===== config.mk =====
export PLATFORM = sky130hd
export DESIGN_NAME = stack_arbiter_flat
export DESIGN_NICKNAME = d
export VERILOG_FILES = /design/src/rtl/stack_arbiter_if.sv /design/src/rtl/stack_arbiter.sv /design/src/flat_wrapper.sv
export SDC_FILE = /design/constraint.sdc
export NUM_CORES = 1
export LEC_CHECK = 0
export BUFFER_PORTS_ARGS = -buffer_cell sky130_fd_sc_hd__buf_2
export CAP_MARGIN = 20
export CORE_MARGIN = 2
export CORE_UTILIZATION = 35
export CTS_CLUSTER_SIZE = 16
export DETAILED_ROUTE_END_ITERATION = 10
export PLACE_DENSITY = 0.65
export SYNTH_ARGS = -nofsm -noshare
export SYNTH_HDL_FRONTEND = slang
export SYNTH_SLANG_ARGS = --single-unit

===== constraint.sdc =====
create_clock -name clk -period 1.99 [get_ports clk]
set_input_delay 0.398 -clock clk [delete_from_list [all_inputs] [get_ports clk]]
set_output_delay 0.398 -clock clk [all_outputs]
set_load 0.03 [all_outputs]

===== src/rtl/stack_arbiter_if.sv =====
// Request-side bus for stack_arbiter: two requester ports, each with a
// push/pop request, push data, and a completion ack/err/pop-data return.
// master = requester side, slave = arbiter side.
interface stack_arbiter_if;
   logic       req0_push;
   logic       req0_pop;
   logic [7:0] req0_din;
   logic       req0_ack;
   logic       req0_err;
   logic [7:0] req0_dout;

   logic       req1_push;
   logic       req1_pop;
   logic [7:0] req1_din;
   logic       req1_ack;
   logic       req1_err;
   logic [7:0] req1_dout;

   modport master (
      output req0_push, req0_pop, req0_din,
      input  req0_ack, req0_err, req0_dout,
      output req1_push, req1_pop, req1_din,
      input  req1_ack, req1_err, req1_dout
   );

   modport slave (
      input  req0_push, req0_pop, req0_din,
      output req0_ack, req0_err, req0_dout,
      input  req1_push, req1_pop, req1_din,
      output req1_ack, req1_err, req1_dout
   );
endinterface


===== src/rtl/stack_arbiter.sv =====
// stack_arbiter: arbitrates two requesters onto one external stack RAM.
// One transaction at a time: IDLE -> ISSUE -> CAPTURE -> DONE for a valid
// push/pop, IDLE -> DONE with err for an invalid one. All outputs registered.
// Optional feature: define ARB_ROUND_ROBIN_EN for round-robin arbitration
// between simultaneous requests; otherwise port 0 has fixed priority.
module stack_arbiter (
   input  logic           clk,
   input  logic           reset,
   stack_arbiter_if.slave bus,
   output logic [7:0]     stk_din,
   output logic           stk_we,
   output logic           stk_oe,
   output logic           stk_rst,
   input  logic [7:0]     stk_dout,
   output logic [8:0]     count,
   output logic           busy
);

   typedef enum logic [1:0] {IDLE, ISSUE, CAPTURE, DONE} state_t;

   localparam logic [8:0] DEPTH = 9'd256;

   state_t     state, state_next;
   logic       grant, grant_next;      // 0 = port 0, 1 = port 1
   logic       op_push, op_push_next;  // 1 = push, 0 = pop
   logic       last, last_next;        // port served by the last completed transaction
   logic [7:0] stk_din_next;
   logic       stk_we_next, stk_oe_next;
   logic [8:0] count_next;
   logic       ack0_next, ack1_next, err0_next, err1_next;
   logic [7:0] dout0_next, dout1_next;

   logic       pend0, pend1, sel, sel_push, sel_pop, sel_bad;
   logic [7:0] sel_din;

   // Pick the port to serve and classify its request as valid or invalid.
   always_comb begin
      pend0 = bus.req0_push | bus.req0_pop;
      pend1 = bus.req1_push | bus.req1_pop;
`ifdef ARB_ROUND_ROBIN_EN
      if (pend0 && pend1) sel = ~last;
      else                sel = pend1 & ~pend0;
`else
      sel = pend1 & ~pend0;
`endif
      sel_push = sel ? bus.req1_push : bus.req0_push;
      sel_pop  = sel ? bus.req1_pop  : bus.req0_pop;
      sel_din  = sel ? bus.req1_din  : bus.req0_din;
      sel_bad  = (sel_push && sel_pop) ||
                 (sel_push && count == DEPTH) ||
                 (sel_pop  && count == 9'd0);
   end

   // Next-state and next-output logic for the transaction FSM.
   always_comb begin
      // NOTE: every signal gets a default before the case so no latch is inferred.
      state_next   = state;
      grant_next   = grant;
      op_push_next = op_push;
      last_next    = last;
      stk_din_next = stk_din;
      stk_we_next  = 1'b0;
      stk_oe_next  = 1'b0;
      count_next   = count;
      ack0_next    = 1'b0;
      ack1_next    = 1'b0;
      err0_next    = bus.req0_err;
      err1_next    = bus.req1_err;
      dout0_next   = bus.req0_dout;
      dout1_next   = bus.req1_dout;

      case (state)
         IDLE: begin
            if (pend0 || pend1) begin
               grant_next   = sel;
               op_push_next = sel_push;
               if (sel_bad) begin
                  // Invalid op: no strobe, count untouched, ack with err next cycle.
                  state_next = DONE;
                  if (sel) begin ack1_next = 1'b1; err1_next = 1'b1; end
                  else     begin ack0_next = 1'b1; err0_next = 1'b1; end
               end else begin
                  state_next  = ISSUE;
                  stk_we_next = sel_push;
                  stk_oe_next = ~sel_push;
                  if (sel_push) stk_din_next = sel_din;
               end
            end
         end
         ISSUE: begin
            state_next = CAPTURE;
         end
         CAPTURE: begin
            // RAM pop data is registered off the ISSUE strobe, so it is valid now.
            state_next = DONE;
            if (op_push) count_next = count + 9'd1;
            else         count_next = count - 9'd1;
            if (grant) begin
               ack1_next = 1'b1;
               err1_next = 1'b0;
               if (!op_push) dout1_next = stk_dout;
            end else begin
               ack0_next = 1'b1;
               err0_next = 1'b0;
               if (!op_push) dout0_next = stk_dout;
            end
         end
         DONE: begin
            state_next = IDLE;
            last_next  = grant;
         end
         default: state_next = IDLE;
      endcase
   end

   // FSM state register.
   always_ff @(posedge clk or posedge reset) begin
      // NOTE: non-blocking assignments so every register samples pre-edge values.
      if (reset) state <= IDLE;
      else       state <= state_next;
   end

   // Registered datapath and outputs; reset aborts any transaction in flight.
   always_ff @(posedge clk or posedge reset) begin
      if (reset) begin
         grant         <= 1'b0;
         op_push       <= 1'b0;
         last          <= 1'b1;   // port 0 wins the first tie after reset
         stk_din       <= 8'h00;
         stk_we        <= 1'b0;
         stk_oe        <= 1'b0;
         stk_rst       <= 1'b1;   // held through the first clock after release
         count         <= 9'd0;
         busy          <= 1'b0;
         bus.req0_ack  <= 1'b0;
         bus.req0_err  <= 1'b0;
         bus.req0_dout <= 8'h00;
         bus.req1_ack  <= 1'b0;
         bus.req1_err  <= 1'b0;
         bus.req1_dout <= 8'h00;
      end else begin
         grant         <= grant_next;
         op_push       <= op_push_next;
         last          <= last_next;
         stk_din       <= stk_din_next;
         stk_we        <= stk_we_next;
         stk_oe        <= stk_oe_next;
         stk_rst       <= 1'b0;
         count         <= count_next;
         busy          <= (state_next != IDLE);
         bus.req0_ack  <= ack0_next;
         bus.req0_err  <= err0_next;
         bus.req0_dout <= dout0_next;
         bus.req1_ack  <= ack1_next;
         bus.req1_err  <= err1_next;
         bus.req1_dout <= dout1_next;
      end
   end

endmodule


===== src/flat_wrapper.sv =====
// flat-port wrapper written by rule: the top's interface ports become plain ports
module stack_arbiter_flat 
  (clk, reset, stk_din, stk_we, stk_oe, stk_rst, stk_dout, count, busy, bus_req0_push, bus_req0_pop, bus_req0_din, bus_req0_ack, bus_req0_err, bus_req0_dout, bus_req1_push, bus_req1_pop, bus_req1_din, bus_req1_ack, bus_req1_err, bus_req1_dout);
  stack_arbiter_if bus_i ();
  input  logic clk;
  input  logic reset;
  output logic [7:0] stk_din;
  output logic stk_we;
  output logic stk_oe;
  output logic stk_rst;
  input  logic [7:0] stk_dout;
  output logic [8:0] count;
  output logic busy;
  input wire logic [$bits(bus_i.req0_push)-1:0] bus_req0_push;
  input wire logic [$bits(bus_i.req0_pop)-1:0] bus_req0_pop;
  input wire logic [$bits(bus_i.req0_din)-1:0] bus_req0_din;
  output wire logic [$bits(bus_i.req0_ack)-1:0] bus_req0_ack;
  output wire logic [$bits(bus_i.req0_err)-1:0] bus_req0_err;
  output wire logic [$bits(bus_i.req0_dout)-1:0] bus_req0_dout;
  input wire logic [$bits(bus_i.req1_push)-1:0] bus_req1_push;
  input wire logic [$bits(bus_i.req1_pop)-1:0] bus_req1_pop;
  input wire logic [$bits(bus_i.req1_din)-1:0] bus_req1_din;
  output wire logic [$bits(bus_i.req1_ack)-1:0] bus_req1_ack;
  output wire logic [$bits(bus_i.req1_err)-1:0] bus_req1_err;
  output wire logic [$bits(bus_i.req1_dout)-1:0] bus_req1_dout;
  assign bus_i.req0_push = bus_req0_push;
  assign bus_i.req0_pop = bus_req0_pop;
  assign bus_i.req0_din = bus_req0_din;
  assign bus_req0_ack = bus_i.req0_ack;
  assign bus_req0_err = bus_i.req0_err;
  assign bus_req0_dout = bus_i.req0_dout;
  assign bus_i.req1_push = bus_req1_push;
  assign bus_i.req1_pop = bus_req1_pop;
  assign bus_i.req1_din = bus_req1_din;
  assign bus_req1_ack = bus_i.req1_ack;
  assign bus_req1_err = bus_i.req1_err;
  assign bus_req1_dout = bus_i.req1_dout;
  stack_arbiter u_core (.clk(clk), .reset(reset), .bus(bus_i), .stk_din(stk_din), .stk_we(stk_we), .stk_oe(stk_oe), .stk_rst(stk_rst), .stk_dout(stk_dout), .count(count), .busy(busy));
endmodule

==> flow_metrics.env, run 1 <==
export IMPL_clockBufferDepth=2
export IMPL_synth_edf_count=0
export IMPL_chipWidth_um=86.4
export IMPL_final_cell_area_mm2=0.00318
export IMPL_synth_simple_area_share=0.114
export IMPL_yosysMostFrequentCell="dfrtp_1"
export IMPL_route_detailed_drc=0
export IMPL_swShare=0.441
export IMPL_gp_congestion=0.839
export IMPL_status="finished clean"
export IMPL_synthMuxAreaShare=0.188
export IMPL_cts_tree="built"
export IMPL_fin_ws_ns=0.00764
export IMPL_postRouteWirelength_um=5420
export IMPL_synth_area_leaders="dfrtp_1, mux2_2, mux2_4, ha_1, nand2_1"
export IMPL_core_mm2=0.00668
export IMPL_area_delta_synth_final_pct=33.8
export IMPL_crit_type="register to register"
export IMPL_syn_num_nets=233
export IMPL_slowest_stage="dfrtp_2"
export IMPL_die_area_mm2=0.00746
export IMPL_p_seq_frac=0.266
export IMPL_via_per_inst=5.00
export IMPL_grt_pass1_wl_um=9010
export IMPL_ys_ff_latch=45
export IMPL_combPwrFrac=0.623
export IMPL_postPlaceCellArea_mm2=0.00300
export IMPL_drtIter0Drc=45
export IMPL_row_count=30
export IMPL_synth_fa_ha_area_frac=0.0558
export IMPL_clkPwrFrac=0.111
export IMPL_synth_compound_area_frac=0.125
export IMPL_nFillCells=645
export IMPL_rsz0062_at_grt="true"
export IMPL_register_area_mm2=0.00113
export IMPL_period_minus_slack_ns=1.98
export IMPL_fin_skew_ns=0.00562
export IMPL_p_per_area_mw_per_mm2=1950
export IMPL_finalMaxSlewViolations=0
export IMPL_insertion_delay_ns=0.29
export IMPL_end_kind="register"
export IMPL_grt_ovfl_total=0
export IMPL_min_period_over_period=0.996
export IMPL_synth_top_family_by_area="multiplexers"
export IMPL_seq_area_frac_synth=0.475
export IMPL_portBuffers=70
export IMPL_htreeDepth=2
export IMPL_grt_pass1_vias=1881
export IMPL_cts_buffers=5
export IMPL_wl_per_cell_um=14.5
export IMPL_dr_pass1_iters=4
export IMPL_setup_viol=0
export IMPL_synth_common_cells="dfrtp_1, mux2_2, nand2_1, ha_1"
export IMPL_grt_max_degree=26
export IMPL_peakVddDrop_mv=0.505
export IMPL_internal_power_mw=3.47
export IMPL_worstPathCellList="fa_2, a21o_1, a2111oi_4, buf_4, xnor2_2, mux2_4"
export IMPL_grtUsageTotal=0.155
export IMPL_cts_root_buffer="clkbuf_8"
export IMPL_async_flop_share=1.00
export IMPL_hold_path_class="input pin to async pin"
export IMPL_grt_antenna_before_repair=0
export IMPL_initial_core_util=0.355
export IMPL_ys_types=50
export IMPL_placed_cells=364
export IMPL_num_io_pins=71
export IMPL_dieHeight_um=86.4
export IMPL_fin_cells=374
export IMPL_cts_num_sinks=45
export IMPL_diodes=0
export IMPL_layout_nets=333
export IMPL_hpwl_um=4120
export IMPL_drive_gt1_frac=0.554
export IMPL_required_ns=2.18
export IMPL_synth_cells=193
export IMPL_fmaxAchievable_mhz=504
export IMPL_synth_top_area_share=0.464
export IMPL_dp_slack_ns=-0.0623
export IMPL_vias=1870
export IMPL_multi_input_area_mm2=0.00124
export IMPL_tightest_slew_ns=0.562
export IMPL_avgSynthCellArea_um2=12.3
export IMPL_whs_ns=0.145
export IMPL_critical_path_arrival_ns=2.17
export IMPL_synth_ff_type="dfrtp_1"
export IMPL_relSlewSlack=0.625
export IMPL_synth_xor_area_share=0.0184
export IMPL_cap_violations=0
export IMPL_clkTransAtPathRegs_ns=0.09
export IMPL_synth_area_leader_cell="dfrtp_1"
export IMPL_start_kind="register"
export IMPL_p_leak_nw=1.49
export IMPL_max_stage_delay_ns=0.43
export IMPL_antenna_left=0
export IMPL_yosysWarnings=0
export IMPL_synth_area_mm2=0.00237
export IMPL_cp_max_fo=2
export IMPL_switchingPower_mw=2.73
export IMPL_finalHoldViolations=0
==> power groups by stage <==
| stage | Combinational, mW | Sequential, mW | Clock [mW] |
|---|---|---|---|
| final | 3.86 | 1.65 | 0.689 |
| after global routing | 4.20 | 1.71 | 0.747 |
| after CTS | 3.82 | 1.66 | 0.709 |
| after detailed placement | 3.68 | 1.66 | 0 |
| after global placement | 3.60 | 1.65 | 0 |
| after floorplan | 1.72 | 2.45 | 0 |
==> sequential cells by signal, indices dropped and copies added (netlist names), 2 cells and up <==
signal	cells
u_core.bus.req1_dout	8
u_core.state	2
u_core.count	9
u_core.stk_din	8
u_core.bus.req0_dout	8
==> area by class of cell <==
class	instances	share of cell area
Timing Repair Buffer	98	0.178
Inverter	7	0.00906
Multi-Input combinational cell	136	0.391
Clock buffer	6	0.0228
Tap cell	80	0.0315
Sequential cell	45	0.356
Clock inverter	2	0.0122
==> cells by family (layout without fill, tap and decap cells) <==
group / after synthesis / after routing
DFF: 45 / 45
and+or+nand+nor: 44 / 44
AOI/OAI and AO/OA: 39 / 39
muxes: 37 / 37
buffers and inverters: 12 / 113
adders and majority gates: 10 / 10
xor gates and xnor gates: 5 / 5
other: 1 / 1
==> per-stage QoR <==
stage | utilization | power (mW) | TNS, ns
after floorplan | - | 4.17 | -0.132
after global placement | 0.449 | 5.25 | -0.00752
after detailed placement | 0.449 | 5.34 | -0.0706
after CTS | 0.474 | 6.19 | -0.00141
after global routing | 0.476 | 6.66 | -0.0794
final | 0.476 | 6.20 | 0
==> critical path: cells and delay by family, from the launching register on <==
family	cells	cell delay [ns]
AOI/OAI and AO/OA	2	0.56
xor gates and xnor gates	1	0.05
adders and majority gates	1	0.39
buffers and inverters	1	0.19
DFF	1	0.43
muxes	1	0.26
==> layout by cell type, fill, tap and decap left out, types with 2 or more instances in the layout <==
cell type and instances:
nand2b_1 2, dfrtp_1 41, buf_4 27, o211ai_1 2, nand4_1 3, mux2_4 10, o2111ai_1 3, dfrtp_2 3
o31ai_1 2, xor2_1 2, mux2_1 2, o21ai_1 4, ha_4 2, nor3_1 3, nand3_1 4, mux2_2 25
clkbuf_8 5, nand2_1 13, nor2b_1 2, and2_1 3, xnor2_1 2, inv_1 5, o21a_1 4, nor2_1 3
and3_4 2, a21oi_1 8, ha_1 7, a31oi_1 2, a21o_1 3, buf_2 70
==> final timing paths <==
check,from,endpoint,slack (ns),depth (start not counted)
worst max-delay path,u_core.count[0],u_core.count[6],0.008,6
worst min-delay path,reset,u_core.count[8],0.14,2
worst max register to register,u_core.count[0],u_core.count[6],0.008,6
worst min register to register,u_core.bus.req0_dout[2],u_core.bus.req0_dout[2],0.49,1
max in group asynchronous,reset,u_core.stk_rst,1.23,3
min in group clk,stk_dout[2],u_core.bus.req0_dout[2],0.33,2
==> per-layer routing <==
layer  wire (um)  up-vias  part of all wire  track usage
met5           0        -                 0            0
met4          68        0             0.013       0.0469
met3         203        4             0.037       0.0333
li1            -      910                 -            -
met1        2430      912              0.45        0.200
met2        2710       44              0.50        0.260
==> repair_timing <==
| action | in CTS | in global routing |
|---|---|---|
| setup endpoints to repair | 2 | 10 |
| hold buffers | 0 | 0 |
| buffers inserted | 2 | 0 |
| pin swaps | 3 | 0 |
| gates resized for setup | 6 | 3 |
No activity file was read; power rests on OpenSTA's default activity.
==> run 2: changes to the inputs <==
Settings changed: RECOVER_POWER set to 50.
==> flow_metrics.env, run 2 (synthesis results as in run 1) <==
export IMPL_critical_path_arrival_ns=2.17
export IMPL_grt_antenna_before_repair=0
export IMPL_nFillCells=656
export IMPL_chipWidth_um=86.4
export IMPL_worst_path_buf_inv=1
export IMPL_start_kind="register"
export IMPL_setup_viol=0
export IMPL_core_mm2=0.00668
export IMPL_whs_ns=0.331
export IMPL_worstHoldStart="stk_dout[2]"
export IMPL_rsz0062_at_grt="true"
export IMPL_peakVddDrop_mv=0.504
export IMPL_portBuffers=70
export IMPL_initial_core_util=0.355
export IMPL_p_total_mw=6.16
export IMPL_final_cell_mix="buf_2, dfrtp_1, mux2_2"
export IMPL_grt_pass1_wl_um=9010
export IMPL_cts_tree="built"
export IMPL_hold_path_class="input pin to register"
export IMPL_worstPathCellList="fa_2, a21o_1, a2111oi_4, buf_4, xnor2_2, mux2_4"
export IMPL_cts_buffers=5
export IMPL_via_per_inst=4.99
export IMPL_cp_depth=6
export IMPL_grt_max_degree=26
export IMPL_relSlewSlack=0.314
export IMPL_required_ns=2.18
export IMPL_tightest_slew_ns=1.03
export IMPL_end_kind="register"
export IMPL_grt_pass1_vias=1881
export IMPL_status="finished clean"
export IMPL_cp_top_family="compound AO/OA/AOI/OAI gates"
export IMPL_diodes=0
export IMPL_cp_max_fo=2
export IMPL_drive_gt1_frac=0.483
export IMPL_finalHoldViolations=0
export IMPL_htreeDepth=2
export IMPL_final_common_cell="buf_2"
export IMPL_antenna_left=0
export IMPL_vias=1867
export IMPL_gp_congestion=0.839
export IMPL_grtUsageTotal=0.155
export IMPL_crit_type="register to register"
export IMPL_max_stage_delay_ns=0.43
export IMPL_wl_per_cell_um=14.6
export IMPL_finalMaxSlewViolations=0
export IMPL_clkTransAtPathRegs_ns=0.09
export IMPL_cts_root_buffer="clkbuf_8"
export IMPL_insertion_delay_ns=0.29
export IMPL_fmaxAchievable_mhz=504
export IMPL_final_cell_area_mm2=0.00315
export IMPL_postPlaceCellArea_mm2=0.00300
export IMPL_route_detailed_drc=0
export IMPL_regMostFlops="u_core.count"
export IMPL_r2r_end="u_core.count[6]"
export IMPL_dieHeight_um=86.4
export IMPL_p_leak_nw=1.43
export IMPL_slowest_stage="dfrtp_2"
export IMPL_postRouteWirelength_um=5460
export IMPL_num_io_pins=71
export IMPL_cts_num_sinks=45
export IMPL_clockBufferDepth=2
export IMPL_p_per_area_mw_per_mm2=1960
export IMPL_rr_worst_depth=6
export IMPL_layout_nets=333
export IMPL_hpwl_um=4120
export IMPL_dr_pass1_iters=4
export IMPL_fin_tns_setup_ns=0
export IMPL_die_area_mm2=0.00746
export IMPL_cap_violations=0
export IMPL_row_count=30
export IMPL_hold_end="u_core.bus.req0_dout[2]"
export IMPL_drtIter0Drc=46
export IMPL_min_period_over_period=0.996
export IMPL_grt_ovfl_total=0
export IMPL_fin_util=0.471
export IMPL_area_delta_synth_final_pct=32.5
export IMPL_period_minus_slack_ns=1.98
export IMPL_r2r_start="u_core.count[0]"
export IMPL_fin_skew_ns=0.00743
export IMPL_r2r_setup_slack_ns=0.008
export IMPL_largest_reg_flops=9
export IMPL_hold_depth=2
run 2: power breakdown:
| group | internal (mW) | leakage (nW) | switching [mW] |
|---|---|---|---|
| registers | 1.36 | 0.527 | 0.293 |
| clock network | 0.377 | 0.0554 | 0.312 |
| logic | 1.68 | 0.850 | 2.14 |
| total | 3.42 | 1.43 | 2.74 |
run 2: metrics by stage:
stage               setup slack, ns  cells
global placement           -0.00752    364
finish                      0.00773    374
detailed placement          -0.0623    364
floorplan                    -0.132    193
CTS                        -0.00141    374
global route                -0.0516    374
run 2: routing by layer:
layer / vias up / share of wire / global-route usage
met5: - / 0 / 0
met4: 0 / 0.012 / 0.0469
met3: 4 / 0.038 / 0.0333
met2: 44 / 0.50 / 0.260
met1: 910 / 0.45 / 0.200
li1: 909 / - / -
run 2: worst max-delay path by stage:
| stage | slack (ns) | to | from |
|---|---|---|---|
| after floorplan | -0.13 | u_core.count[8] | u_core.count[5] |
| after global placement | -0.008 | u_core.count[8] | u_core.op_push |
| after detailed placement | -0.06 | u_core.count[8] | u_core.op_push |
| after CTS | -0.001 | u_core.count[6] | u_core.count[0] |
| after global routing | -0.05 | u_core.count[6] | u_core.count[0] |
| final | 0.008 | u_core.count[6] | u_core.count[0] |
run 2: layout make-up:
cell class,instances,area [um^2],share of cell area
well taps,80,100,0.0318
flip-flops and latches,45,1130,0.360
clock buffers,6,72.6,0.0231
inverters,7,28.8,0.00915
multi-input cells,136,1240,0.395
repair buffers,98,532,0.169
clock inverters,2,38.8,0.0123
run 2: timing repair:
action,4_1_cts,5_1_grt
gates resized for setup,6,3
pin swaps,3,0
hold buffers,0,0
setup endpoints to repair,2,10
setup buffers,2,0
cloned,0,0
